[config.mk]
export PLATFORM = sky130hd
export DESIGN_NAME = ifu_fetch_way0
export DESIGN_NICKNAME = d
export VERILOG_FILES = /design/src/rtl/ifu_fetch_way0.sv
export SDC_FILE = /design/constraint.sdc
export NUM_CORES = 1
export LEC_CHECK = 0
export BUFFER_PORTS_ARGS = -buffer_cell sky130_fd_sc_hd__buf_2
export CAP_MARGIN = 20
export CORE_ASPECT_RATIO = 1.25
export CORE_MARGIN = 2
export CORE_UTILIZATION = 35
export CTS_CLUSTER_DIAMETER = 30
export DETAILED_ROUTE_END_ITERATION = 6
export GPL_ROUTABILITY_DRIVEN = 0
export SYNTH_ARGS = -nofsm -noshare
export SYNTH_HDL_FRONTEND = slang
export SYNTH_SLANG_ARGS = --single-unit
export TNS_END_PERCENT = 1
[constraint.sdc]
create_clock -name clk -period 4.2 [get_ports clk]
set_clock_uncertainty 0.2 [all_clocks]
set_input_delay 0.21 -clock clk [delete_from_list [all_inputs] [get_ports clk]]
set_output_delay 0.21 -clock clk [all_outputs]
set_load 0.05 [all_outputs]
[src/rtl/ifu_fetch_way0.sv]
// Way-0 fetch stage: single-outstanding instruction bus read feeding a
// small PC+instruction FIFO for decode, with jump-flush support.
module ifu_fetch_way0 #(
    parameter int FIFO_DEPTH = 4,
    parameter int ADDR_W     = 32,
    parameter int DATA_W     = 32
) (
    input  logic              clk,
    input  logic              reset_n,
    input  logic              pc_valid_i,
    input  logic              pc_req_i,
    input  logic [ADDR_W-1:0] pc_i,
    input  logic              flush_i,
    output logic              ready_o,
    output logic              data_ok_o,
    output logic              bus_req_o,
    output logic [ADDR_W-1:0] bus_addr_o,
    input  logic              bus_gnt_i,
    input  logic              bus_rvalid_i,
    input  logic [DATA_W-1:0] bus_rdata_i,
    output logic              inst_valid_o,
    output logic [DATA_W-1:0] inst_o,
    output logic [ADDR_W-1:0] inst_pc_o,
    input  logic              id_ready_i
);

    localparam int PTR_W = $clog2(FIFO_DEPTH);
    localparam int CNT_W = PTR_W + 1;

    typedef enum logic [1:0] {
        IDLE,
        REQ,
        WAIT,
        DROP
    } state_t;

    state_t             state_q;
    state_t             state_d;
    logic [ADDR_W-1:0]  addr_q;
    logic               data_ok_q;
    logic [PTR_W-1:0]   wr_ptr;
    logic [PTR_W-1:0]   rd_ptr;
    logic [CNT_W-1:0]   count;
    logic [DATA_W-1:0]  data_mem [FIFO_DEPTH];
    logic [ADDR_W-1:0]  pc_mem   [FIFO_DEPTH];
    logic               accept;
    logic               push;
    logic               pop;

    // Only one fetch is ever in flight, so checking count here is enough
    // to guarantee room for the word when it returns.
    assign ready_o = (state_q == IDLE) && (count < CNT_W'(FIFO_DEPTH)) && !flush_i;
    assign accept  = pc_valid_i && pc_req_i && ready_o;
    assign push    = (state_q == WAIT) && bus_rvalid_i && !flush_i;
    assign pop     = inst_valid_o && id_ready_i && !flush_i;

    assign bus_req_o    = (state_q == REQ);
    assign bus_addr_o   = {addr_q[ADDR_W-1:2], 2'b00};
    assign data_ok_o    = data_ok_q;
    assign inst_valid_o = (count != '0);
    assign inst_o       = data_mem[rd_ptr];
    assign inst_pc_o    = pc_mem[rd_ptr];

    always_comb begin
        state_d = state_q;
        case (state_q)
            IDLE: if (accept) state_d = REQ;
            REQ: begin
                if (bus_gnt_i && flush_i)  state_d = DROP;
                else if (bus_gnt_i)        state_d = WAIT;
                else if (flush_i)          state_d = IDLE;
            end
            WAIT: begin
                if (bus_rvalid_i)          state_d = IDLE;
                else if (flush_i)          state_d = DROP;
            end
            DROP: if (bus_rvalid_i) state_d = IDLE;
            default: state_d = IDLE;
        endcase
    end

    always_ff @(posedge clk or negedge reset_n) begin
        if (!reset_n) begin
            state_q   <= IDLE;
            addr_q    <= '0;
            data_ok_q <= 1'b0;
        end else begin
            state_q   <= state_d;
            data_ok_q <= push;
            if (accept) addr_q <= pc_i;
        end
    end

    always_ff @(posedge clk or negedge reset_n) begin
        if (!reset_n) begin
            wr_ptr <= '0;
            rd_ptr <= '0;
            count  <= '0;
            for (int i = 0; i < FIFO_DEPTH; i++) begin
                data_mem[i] <= '0;
                pc_mem[i]   <= '0;
            end
        end else if (flush_i) begin
            wr_ptr <= '0;
            rd_ptr <= '0;
            count  <= '0;
        end else begin
            if (push) begin
                data_mem[wr_ptr] <= bus_rdata_i;
                pc_mem[wr_ptr]   <= addr_q;
                wr_ptr           <= wr_ptr + PTR_W'(1);
            end
            if (pop) rd_ptr <= rd_ptr + PTR_W'(1);
            case ({push, pop})
                2'b10:   count <= count + CNT_W'(1);
                2'b01:   count <= count - CNT_W'(1);
                default: count <= count;
            endcase
        end
    end

endmodule

=== After elaboration in Yosys (flattened, before gate mapping) ===
Cells that the tools add are included.

* Register bits after elaboration: 298
* Bits in latches: 0
* Memory bits (writable): 0
* Memory bits (read-only): 0
* Input bits: 72
* Output and inout port bits: 100
* Word-level logic and storage cells: 76
* Memories kept: 0

* $add $sub $neg: 4
* Multipliers: 0
* Div/mod/pow operators: 0
* $lt $le $gt $ge: 4
* Equal/unequal tests: 9
* Shift operators: 0
* Muxes and demuxes: 24
* Bitwise gates (word level): 3
* Reductions and logical operators: 18

{| class="wikitable"
|+ Operators with widths
! operator !! number
|-
| 128-bit bitwise mux || 2
|-
| 32-bit two-way mux || 5
|-
| 32-bit binary-select mux with 2-bit select || 2
|-
| 32-bit demux with 2-bit select || 1
|-
| 2-bit two-way mux || 11
|-
| 1-bit logical AND || 10
|-
| 2-bit one-hot mux with 4 select lines || 1
|-
| 2-bit == test, second input constant || 3
|-
| 3-bit greater-or-equal comparator, second input constant || 2
|-
| 2-bit NOT with 3-bit output || 2
|-
| 3-bit one-hot mux with 2 select lines || 1
|-
| 3-bit nonzero test || 2
|-
| 2-bit by 1-bit adder with 2-bit output, second input constant || 2
|-
| 2-bit by 1-bit == test with 1-bit output, second input constant || 2
|-
| 2-bit != test, second input constant || 2
|-
| 4-bit by 2-bit != test with 1-bit output, second input constant || 1
|-
| 4-bit AND reduction || 1
|-
| 2-bit nonzero test || 2
|-
| 3-bit by 1-bit adder with 3-bit output, second input constant || 1
|-
| 3-bit by 1-bit less-than comparator with 1-bit output, second input constant || 1
|-
| 3-bit less-than comparator, second input constant || 1
|-
| 3-bit two-way mux || 1
|-
| 3-bit != test, second input constant || 1
|-
| 3-bit by 1-bit subtractor with 3-bit output, second input constant || 1
|-
| 4 further kinds || 4
|}

=== Depth between registers and ports, before layout ===
* Word-level depth: 6
* Gate-level depth with buffers: 6
* Gate-level depth less buffers: 6

=== Worst setup path before layout ===
No wires, ideal clock.

* Kind: register -> register
* From: reg count[2]
* To: reg addr_q[10]
* Arrival time: 2,244 ps
* Data required time: 3,873 ps
* Path slack: 1,628 ps
* Cell stages (with the launch flop): 6
* Buffers on the path: 2
* Clock period less this slack: 2,572 ps
* Cell sequence: dfrtp_1 > nor4_2 > and3_1 > buf_4 > buf_6 > mux2_1

* Word-level cells in the longest chain between the ends: 4

{| class="wikitable"
|+ Ends and longest elaborated chain
! what !! line !! RTL
|-
| start: declaration || 43 || <nowiki>logic [CNT_W-1:0] count;</nowiki>
|-
| start signal: assignment || 115 || <nowiki>2'b10: count <= count + CNT_W'(1);</nowiki>
|-
| start signal: assignment || 116 || <nowiki>2'b01: count <= count - CNT_W'(1);</nowiki>
|-
| start signal: assignment || 117 || <nowiki>default: count <= count;</nowiki>
|-
| 3-bit less-than comparator || 52 || <nowiki>assign ready_o = (state_q == IDLE) && (count < CNT_W'(FIFO_DEPTH)) && !flush_i;</nowiki>
|-
| 1-bit logical AND (2 in a row) || 52 ||
|-
| named net ready_o || 14 || <nowiki>output logic ready_o,</nowiki>
|-
| 1-bit logical AND || 53 || <nowiki>assign accept = pc_valid_i && pc_req_i && ready_o;</nowiki>
|-
| end signal: assignment || 90 || <nowiki>if (accept) addr_q <= pc_i;</nowiki>
|-
| end: declaration || 39 || <nowiki>logic [ADDR_W-1:0] addr_q;</nowiki>
|}

The timed path passes the listed nets, and every way through them passes these cells.
A chain may end at the register's enable or synchronous reset.

=== Worst setup path after layout ===
* From: reg rd_ptr[0]
* To: out inst_o[29]

* Word-level cells in the longest chain between the ends: 4

{| class="wikitable"
|+ Ends and longest elaborated chain
! what !! line !! RTL
|-
| start: declaration || 42 || <nowiki>logic [PTR_W-1:0] rd_ptr;</nowiki>
|-
| start signal: assignment || 113 || <nowiki>if (pop) rd_ptr <= rd_ptr + PTR_W'(1);</nowiki>
|-
| 2-bit NOT with 3-bit output (not written as such) || 61 || <nowiki>assign inst_o = data_mem[rd_ptr];</nowiki>
|-
| 32-bit binary-select mux with 2-bit select || 61 ||
|-
| 32-bit two-way mux (not written as such) (2 in a row) || 61 ||
|-
| end: declaration || 22 || <nowiki>output logic [DATA_W-1:0] inst_o,</nowiki>
|}

No other way between the ends. The select of a mux whose other input is x is not followed.

==> summary.txt <==
GRT
  • First-pass GRT wire length: ~46000 µm
  • Largest net degree at the start of global routing: 112
  • Tot GR Track Use: 0.1502
  • Initial antenna violation count: 0
  • Vias in the first global route: 8407
  • GRT overflow: 0

Power and ir drop
  • Sw Share: 0.3758
  • Flop pwr share: 0.295
  • Clock power share: 0.375
  • PwrDens: 815.8 nW/µm²
  • Switching power of the nets: 5.269 mW
  • Total Power: around 14 mW
  • IR Drop Worst-Case VDD: 436.3 µV
  • Cell Int Power: 8.751 mW
  • Combinational fraction of design power: 0.330
  • Lkg Pwr: roughly 8.4 nW

Setup path
  • Critical Path AT: 2510 ps
  • Worst Setup Path Type: flip-flop to output pin
  • CP Cell Sequence: buf_4 -> mux4_2 -> buf_2
  • Worst Setup Start Kind: flip-flop
  • Slowest-stage cell, CP: dfrtp_4
  • Crit-path max cell delay: 670 ps
  • Crit-path max FO: 19
  • Critical Path RT: 3790 ps
  • Crit end category: output pin

CTS
  • Num CTS Buffers: 68
  • Root Buffer: clkbuf_16
  • Cts hold-fix bufs: between 70 and 80
  • Clk pin slew, worst setup/hold paths: ~50 ps
  • CTS tree: built
  • CTS H-tree depth: 3
  • CTS resizes: 0
  • Clock Sinks: 298
  • Clock buffer depth: 3
  • Post-CTS setup buffer count: 0
  • Clk Latency, worst-skew pair: 560 ps

Routing
  • WL final: 28360 µm
  • Drt initial violations: 270
  • DRT Pass-1 Iters: 4
  • Vias/cell: ~4.8
  • Drt drc: 0
  • WL/cell: 18.15 µm
  • Antenna Violating Nets Remaining: 0
  • Routed vias: 7547

STA
  • Final period util: 0.6950
  • Final Hold Viols: 0
  • Max Fclk: ~0.34 GHz
  • TNS Setup: 0 ps
  • Worst Tran Pin Value: 1130 ps
  • Final setup vio count: 0
  • RSZ-0062 raised after global routing: no
  • Final slew viol count: 0
  • Headroom to the max-slew limit: 0.2469
  • Period minus WS final: 2919 ps

Yosys
  • Ys Warns: 0
  • Synth Instances: 775
  • Largest area contributor in the netlist: dfrtp_1
  • Post-synth cell types: 36
  • Mean Syn Cell Area: 17.01 µm²
  • Cell Area, Synth: 13180 µm²
  • Synth area leaders: dfrtp_1 (57%), mux2_2 (20%), mux4_2 (11%), mux2_1 (3.6%), buf_6 (2.1%)
  • Synth top area share: 0.5657
  • Register area share after synthesis: 0.5657
  • Yosys reg bits: between 200 and 300

Floorplan
  • Row cnt: roughly 80
  • Core box area: 37170 µm²
  • IO Count: about 170
  • Die Footprint: a little under 40000 µm²
  • Initial core utilization: 0.3547
  • Die Wd: approximately 180 µm
  • Die height: 221.0 µm

Layout
  • Area Overhead vs Synth: 30.38%
  • Final nets: 1101
  • ANT cells: 0
  • Share of cells above drive strength 1: 0.5757
  • Fill cells: 3327

Flow run
  • Max Cap Viol: 0

Place
  • DP HPWL: 16260 µm
  • PortBufs: 169

Hold path
  • Min-Delay Path Class: input pin to async pin

Run status
  • Run status: complete, no violations
## metal layers
| layer | up-vias | GRT usage | routed length, µm |
|---|---|---|---|
| li1 | 3348 | - | - |
| met1 | 3973 | 0.1900 | 12210 |
| met2 | 182 | 0.2454 | 14180 |
| met3 | 44 | 0.03625 | 1383 |
| met4 | 0 | 0.06267 | 594 |
| met5 | - | 0 | 0 |
## cell type report
class	instances	area, µm²	share of cell area
clock buffer	81	1832	0.1066
clock inverter	42	485.5	0.02825
inverter	3	11.26	0.0006552
multi-input combinational	400	5106	0.2971
sequential	298	7465	0.4343
tap	486	608.1	0.03538
timing repair buffer	253	1679	0.09770
## synth_stat cells (all sizes together)
| cell | count |
|---|---|
| a21oi | 2 |
| a31oi | 1 |
| and2 | 1 |
| and2b | 1 |
| and3 | 1 |
| buf | 68 |
| clkbuf | 7 |
| conb | 1 |
| dfrtp | 298 |
| fa | 1 |
| ha | 4 |
| inv | 3 |
| mux2 | 290 |
| mux2i | 2 |
| mux4 | 64 |
| nand2 | 8 |
| nand3b | 1 |
| nor2 | 9 |
| nor2b | 1 |
| nor3 | 1 |
| nor4 | 1 |
| o21ai | 1 |
| o31a | 1 |
| or2 | 1 |
| or2b | 2 |
| or3 | 1 |
| xnor2 | 3 |
| xor2 | 1 |
## path summary, 6_finish.rpt
| kind | cells after the start | slack [ps] | start | to |
|---|---|---|---|---|
| setup / recovery | 3 | 1280 | rd_ptr[0] | inst_o[29] |
| hold / removal | 2 | 100 | reset_n | pc_mem[114] |
| setup reg to reg | 5 | 1470 | count[2] | state_q[0] |
| hold reg to reg | 1 | 280 | data_mem[62] | data_mem[62] |
| max in group asynchronous | 3 | 2590 | reset_n | data_mem[117] |
| min in group clk | 3 | 200 | pc_i[25] | addr_q[25] |
## cell families after synthesis
kind of cell,after synthesis,share of synthesized area
muxes,356,0.3612
and+or+nand+nor,28,0.01528
AOI/OAI and AO/OA,5,0.002278
DFF,298,0.5657
adders and majority gates,5,0.005316
other,1,0.0002845
buffers and inverters,78,0.04727
xor gates and xnor gates,4,0.002658
## placed cells by master (no fill, tap or decap), types with 6 or more instances in the layout
cell | netlist | final
dfrtp_1 | 298 | 296
buf_4 | 35 | 11
clkbuf_1 | 6 | 6
mux2_2 | 239 | 239
mux2_1 | 42 | 42
mux2_4 | 9 | 9
buf_2 | 7 | 168
clkbuf_8 | 1 | 6
bufinv_16 | 0 | 7
inv_6 | 0 | 7
clkbuf_16 | 0 | 69
nor2_1 | 8 | 8
clkinv_2 | 0 | 13
clkinv_4 | 0 | 9
mux4_2 | 64 | 64
dlygate4sd3_1 | 0 | 72
## flip-flops by register name (all words and copies together) (netlist names)
register and flops:
wr_ptr 2, rd_ptr 2, addr_q 32, data_ok_o 1, data_mem 128, count 3, state_q 2, pc_mem 128
## power groups by stage
stage	clock network (mW)	registers, mW	logic [mW]
3_5_place_dp	0	4.19	4.63
3_3_place_gp	0	4.18	4.59
6_report	5.26	4.14	4.63
5_1_grt	5.54	4.26	4.87
2_1_floorplan	0	3.91	3.98
4_1_cts	5.38	4.16	4.70
## per-stage QoR
stage | utilization | std cells | hold WS [ps] | setup WS [ps] | instance area (µm²)
6_report | 0.4624 | 1563 | 100.5 | 1281 | 17190
5_1_grt | 0.4624 | 1563 | 169.6 | 1091 | 17190
4_1_cts | 0.4624 | 1563 | 126.8 | 1158 | 17190
3_5_place_dp | 0.3807 | 1368 | 143.6 | 1640 | 14150
3_3_place_gp | 0.3807 | 1368 | 144.0 | 1659 | 14150
2_1_floorplan | - | 776 | -285.6 | 1628 | 13190
## worst max-delay path, delay by kind of cell (launching register included)
family / cells / cell delay, ps
buf+inv: 2 / 680
flops: 1 / 670
mux: 1 / 590
(Power assumes the default switching activity.)
